==> src/rtl/pc_sequencer_pkg.sv <==
// Shared encodings for the fetch/next-PC sequencer: branch types, FSM states
// and the instruction word step.
package pc_sequencer_pkg;

  localparam int unsigned WORD_STEP = 4;

  typedef enum logic [2:0] {
    BR_SEQ = 3'b000,
    BR_J   = 3'b001,
    BR_BEQ = 3'b010,
    BR_BNE = 3'b011,
    BR_BLT = 3'b100,
    BR_BGE = 3'b101,
    BR_JR  = 3'b110
  } br_type_e;

  typedef enum logic [0:0] {
    S_FETCH = 1'b0,
    S_EXEC  = 1'b1
  } state_e;

endpackage

==> src/rtl/pc_target_calc.sv <==
// Combinational branch target adder and next-PC selection.
// Encoding 3'b111 is reserved and falls through to sequential.
module pc_target_calc
  import pc_sequencer_pkg::*;
#(
  parameter int unsigned ADDR_W   = 32,
  parameter int unsigned OFFSET_W = 8
) (
  input  logic [ADDR_W-1:0]   pc,
  input  logic [2:0]          br_type,
  input  logic [OFFSET_W-1:0] offset,
  input  logic                zero,
  input  logic                neg,
  input  logic [ADDR_W-1:0]   jr_target,
  output logic [ADDR_W-1:0]   next_pc
);

  localparam logic [ADDR_W-1:0] ALIGN_MASK = ~ADDR_W'(WORD_STEP - 1);

  logic [ADDR_W-1:0] pc_plus4;
  logic [ADDR_W-1:0] off_ext;
  logic [ADDR_W-1:0] target;

  assign pc_plus4 = pc + ADDR_W'(WORD_STEP);
  assign off_ext  = ADDR_W'(signed'(offset));
  // Word offset; the sum wraps modulo 2^ADDR_W by design.
  assign target   = pc_plus4 + (off_ext << 2);

  always_comb begin
    next_pc = pc_plus4;
    case (br_type_e'(br_type))
      BR_J:    next_pc = target;
      BR_BEQ:  if (zero) next_pc = target;
      BR_BNE:  if (!zero) next_pc = target;
      BR_BLT:  if (neg) next_pc = target;
      BR_BGE:  if (!neg) next_pc = target;
      BR_JR:   next_pc = jr_target & ALIGN_MASK;
      default: next_pc = pc_plus4;
    endcase
  end

endmodule

==> src/rtl/pc_sequencer.sv <==
// Fetch/execute sequencer: holds the PC and fetched instruction, stalls on
// memory busywait and counts retired instructions.
module pc_sequencer
  import pc_sequencer_pkg::*;
#(
  parameter int unsigned       ADDR_W   = 32,
  parameter int unsigned       INSTR_W  = 32,
  parameter int unsigned       OFFSET_W = 8,
  parameter int unsigned       CNT_W    = 16,
  parameter logic [ADDR_W-1:0] RESET_PC = '0
) (
  input  logic                CLK,
  input  logic                RESET,
  input  logic [INSTR_W-1:0]  IMEM_INSTR,
  input  logic                IMEM_BUSYWAIT,
  input  logic                DMEM_BUSYWAIT,
  input  logic [2:0]          BR_TYPE,
  input  logic [OFFSET_W-1:0] OFFSET,
  input  logic                ZERO,
  input  logic                NEG,
  input  logic [ADDR_W-1:0]   JR_TARGET,
  output logic [ADDR_W-1:0]   PC,
  output logic [INSTR_W-1:0]  INSTRUCTION,
  output logic                INSTR_VALID,
  output logic [CNT_W-1:0]    RETIRED
);

  state_e            state;
  logic [ADDR_W-1:0] next_pc;

  pc_target_calc #(
    .ADDR_W  (ADDR_W),
    .OFFSET_W(OFFSET_W)
  ) u_target_calc (
    .pc       (PC),
    .br_type  (BR_TYPE),
    .offset   (OFFSET),
    .zero     (ZERO),
    .neg      (NEG),
    .jr_target(JR_TARGET),
    .next_pc  (next_pc)
  );

  always_ff @(posedge CLK or posedge RESET) begin
    if (RESET) begin
      state       <= S_FETCH;
      PC          <= RESET_PC;
      INSTRUCTION <= '0;
      INSTR_VALID <= 1'b0;
      RETIRED     <= '0;
    end else begin
      case (state)
        S_FETCH: begin
          if (!IMEM_BUSYWAIT) begin
            INSTRUCTION <= IMEM_INSTR;
            INSTR_VALID <= 1'b1;
            state       <= S_EXEC;
          end
        end
        S_EXEC: begin
          // Branch inputs are only meaningful on the exit edge.
          if (!DMEM_BUSYWAIT) begin
            PC          <= next_pc;
            RETIRED     <= RETIRED + CNT_W'(1);
            INSTR_VALID <= 1'b0;
            state       <= S_FETCH;
          end
        end
        default: state <= S_FETCH;
      endcase
    end
  end

endmodule

==> config.mk <==
export PLATFORM = sky130hd
export DESIGN_NAME = pc_sequencer
export DESIGN_NICKNAME = d
export VERILOG_FILES = /design/src/rtl/pc_sequencer_pkg.sv /design/src/rtl/pc_target_calc.sv /design/src/rtl/pc_sequencer.sv
export SDC_FILE = /design/constraint.sdc
export NUM_CORES = 1
export LEC_CHECK = 0
export CAP_MARGIN = 20
export CORE_UTILIZATION = 35
export DETAILED_ROUTE_END_ITERATION = 7
export GPL_TIMING_DRIVEN = 0
export HOLD_SLACK_MARGIN = 0.05
export SETUP_SLACK_MARGIN = 0.15
export SLEW_MARGIN = 20
export SYNTH_ARGS = -nofsm -noshare
export SYNTH_HDL_FRONTEND = slang
export SYNTH_HIERARCHICAL = 1
export SYNTH_SLANG_ARGS = --single-unit
==> constraint.sdc <==
create_clock -name CLK -period 7.25 [get_ports CLK]
set_input_delay 1.45 -clock CLK [delete_from_list [all_inputs] [get_ports CLK]]
set_output_delay 1.45 -clock CLK [all_outputs]
set_load 0.01 [all_outputs]
==> impl_metrics.ini <==
[status]
status = finished, final reports clean

[route]
met3_length_um = 990
routed_wl_mm = 17.5
route.met2.wl_mm = 8.45
drc = 0
wl_met1_mm = 7.85
vias_per_cell = 5.39
dr.pass1.iters = 5
top_layer_used = met4
num_vias = 5334
avgRoutedWirePerCell_um = 17.7
ant_nets = 0
drtIter0Drc = 356

[die]
die_area_um2 = 17300
start_util = 0.357
coreArea_um2 = 16500
io_pins = 162
rows = 47
fp.dieH_um = 132
die_x_um = 132

[power]
power_mw = 2.88
p_per_area_nw_per_um2 = 357
power.leakage_nw = 3.38
ir_drop_v = 0.000218

[synthesis]
synth_nets = 713
synthTopCellsByArea = dfrtp_1 (35%), mux2_2 (13%), ha_1 (7.9%), xor2_1 (4.8%), xnor2_1 (4.5%)
synthArstFlopShare = 1.00
syn_inst = 594
synth_top_area_cell = dfrtp_1
synth-seq-cells = 82
synth_flop_cell = dfrtp_1
synth_area_um2 = 5880
yosys_warnings = 6
syn_avg_cell_area_um2 = 9.90
synth_edf_count = 0
ys_seq_area_frac = 0.349
synth_top_area_frac = 0.349
ys_types = 61

[timing]
layout_setup_ws_ns = 2.66
worstMarginPinSlew_ns = 1.14
min_period_ns = 4.59
setup_viol_count_final = 0
slew_viol_final = 0
fin_crit_sh = 0.633
finalHoldViolations = 0
max_clock_freq_mhz = 218
skew_ns = 0.00469
relSlewSlack = 0.236
rsz0062_at_grt = no
setup_tns_ns = 0

[clock_tree]
cts_setup_buffers = 0
htreeDepth = 3
cts_tree = yes
clkSinkCount = 82
root_buffer = clkbuf_16
cts-buffers-inserted = 9
cts_resized = 0
cts_buffer_depth = 2
clock_latency_ns = 0.35
cts.clk_slew.worst_paths_ns = 0.06
cts_hold_buffers = 0

[placed_design]
hpwl_mm = 13.3
pre_cts_slack_ns = 2.35
portBuffers = 159
place_area_um2 = 7770
place_congestion = 0.868

[run]
max-cap-violations = 0

[final_layout]
area_growth_pct = 37.2
fin_util = 0.490
antenna_cells = 0
design_area_um2 = 8070
regArea_um2 = 2050
nets = 884
multiInputGateArea_um2 = 3670
fill_cells = 1548
drive_gt1_frac = 0.149

[critical_path]
endpoint_kind = register
path_class = in -> reg
startpoint_type = input port
reg2reg_setup_slack_ns = 3.04
rr_startpoint = PC[2]
reg2reg_to = PC[28]
critPathArrivalTime_ns = 4.82
required_ns = 7.48
crit_fanout = 4
ff2ff_path_depth = 14

[min_path]
hp-start = RETIRED[15]
hold_class = reg -> reg
hold_path_end = RETIRED[15]
hold_path_depth = 1

[grt]
grt_max_degree = 52
antenna_found_initial = 0
grt_pass1_vias = 5112
grt_usage = 0.204
overflow = 0
grt_pass1_wl_mm = 27.8
-- per-stage QoR --
step                hold slack [ns]  std cells
global placement              0.460        973
CTS                           0.483        990
global route                  0.504        990
finish                        0.472        990
floorplan                     0.508        594
detailed placement            0.470        974
-- flip-flops by register name (all words and copies together) (netlist names) --
name and count:
INSTRUCTION 32, INSTR_VALID 1, PC 32, RETIRED 16
state 1
-- cells by family (layout without fill, tap and decap cells) --
| kind of cell | Yosys count | after routing | share of synthesized area |
|---|---|---|---|
| AND/OR/NAND/NOR | 162 | 162 | 0.145 |
| AO/OA/AOI/OAI | 146 | 146 | 0.171 |
| flip-flops | 82 | 82 | 0.349 |
| multiplexers | 70 | 70 | 0.134 |
| XOR/XNOR | 62 | 62 | 0.0924 |
| adder cells (fa/ha/maj) | 38 | 38 | 0.0821 |
| buffers and inverters | 34 | 210 | 0.0268 |
-- area by class of cell --
| cell class | count | area share |
|---|---|---|
| plain buffers | 18 | 0.0121 |
| clock buffers | 10 | 0.0284 |
| clock inverters | 6 | 0.00822 |
| inverters | 16 | 0.00776 |
| multi-input cells | 478 | 0.455 |
| flip-flops and latches | 82 | 0.254 |
| well taps | 220 | 0.0341 |
| repair buffers | 160 | 0.200 |
-- how the worst max path moves through the flow --
stage / to / slack, ns / start
floorplan: PC[31] / 3.24 / OFFSET[1]
global placement: PC[31] / 1.71 / OFFSET[7]
detailed placement: PC[31] / 2.35 / OFFSET[1]
CTS: PC[31] / 2.70 / OFFSET[1]
global route: PC[24] / 2.51 / OFFSET[0]
finish: PC[31] / 2.66 / OFFSET[1]
-- critical path, stage by stage --
cell and delay (ns):
clkdlybuf4s50_1 0.47, ha_1 0.34, a21oi_2 0.17, nor2_1 0.10
o31a_4 0.37, a2111oi_4 0.39, o31ai_2 0.17, o31ai_4 0.32
a21oi_1 0.17, o31ai_2 0.28, mux2i_1 0.23, nand3_1 0.09
mux2_2 0.27
-- Yosys cell counts, types with 2 or more instances --
master,instances
nor4_1,3
ha_1,37
a22oi_1,23
xnor2_1,30
nor3_1,7
and2b_2,2
o31ai_1,3
a211oi_1,2
nand4_1,10
o21a_1,4
o21ai_0,33
nand2b_1,6
clkbuf_1,7
nor2_1,39
inv_1,16
nand3_1,23
xor2_1,32
nor3b_1,5
mux2_2,67
buf_4,4
a31oi_1,6
a21o_1,10
nor2b_1,6
buf_2,6
mux2i_1,2
o21ai_1,8
and3_1,9
o41a_1,2
a211o_1,2
dfrtp_1,82
a221o_1,2
or3_1,2
o31ai_2,2
a21oi_2,2
o211ai_1,2
a21oi_1,32
a221oi_1,3
nand2_1,40
-- cell usage in the layout, fill, tap and decap left out, types with 4 or more instances in the layout --
cell and instances:
a21o_1 10, a21oi_1 32, a22oi_1 23, a31oi_1 6
and3_1 9, buf_2 7, buf_4 4, clkbuf_1 8
clkbuf_16 9, clkdlybuf4s50_1 158, dfrtp_1 82, ha_1 37
inv_1 15, mux2_2 67, nand2_1 40, nand2b_1 6
nand3_1 23, nand4_1 10, nor2_1 39, nor2b_1 6
nor3_1 7, nor3b_1 5, o21a_1 4, o21ai_0 33
o21ai_1 8, xnor2_1 30, xor2_1 32
-- report_power, final --
group | internal (mW) | leakage (nW) | switching [mW]
Clock | 0.268 | 0.135 | 0.199
Combinational | 0.835 | 2.24 | 0.790
Sequential | 0.602 | 1.01 | 0.184
Total | 1.71 | 3.38 | 1.17
-- metal layers --
layer  vias up  global-route usage
met3        15              0.0405
li1       2529                   -
met4         0              0.0446
met2       184               0.342
met1      2606               0.269
met5         -                   0
(Power assumes the default switching activity.)
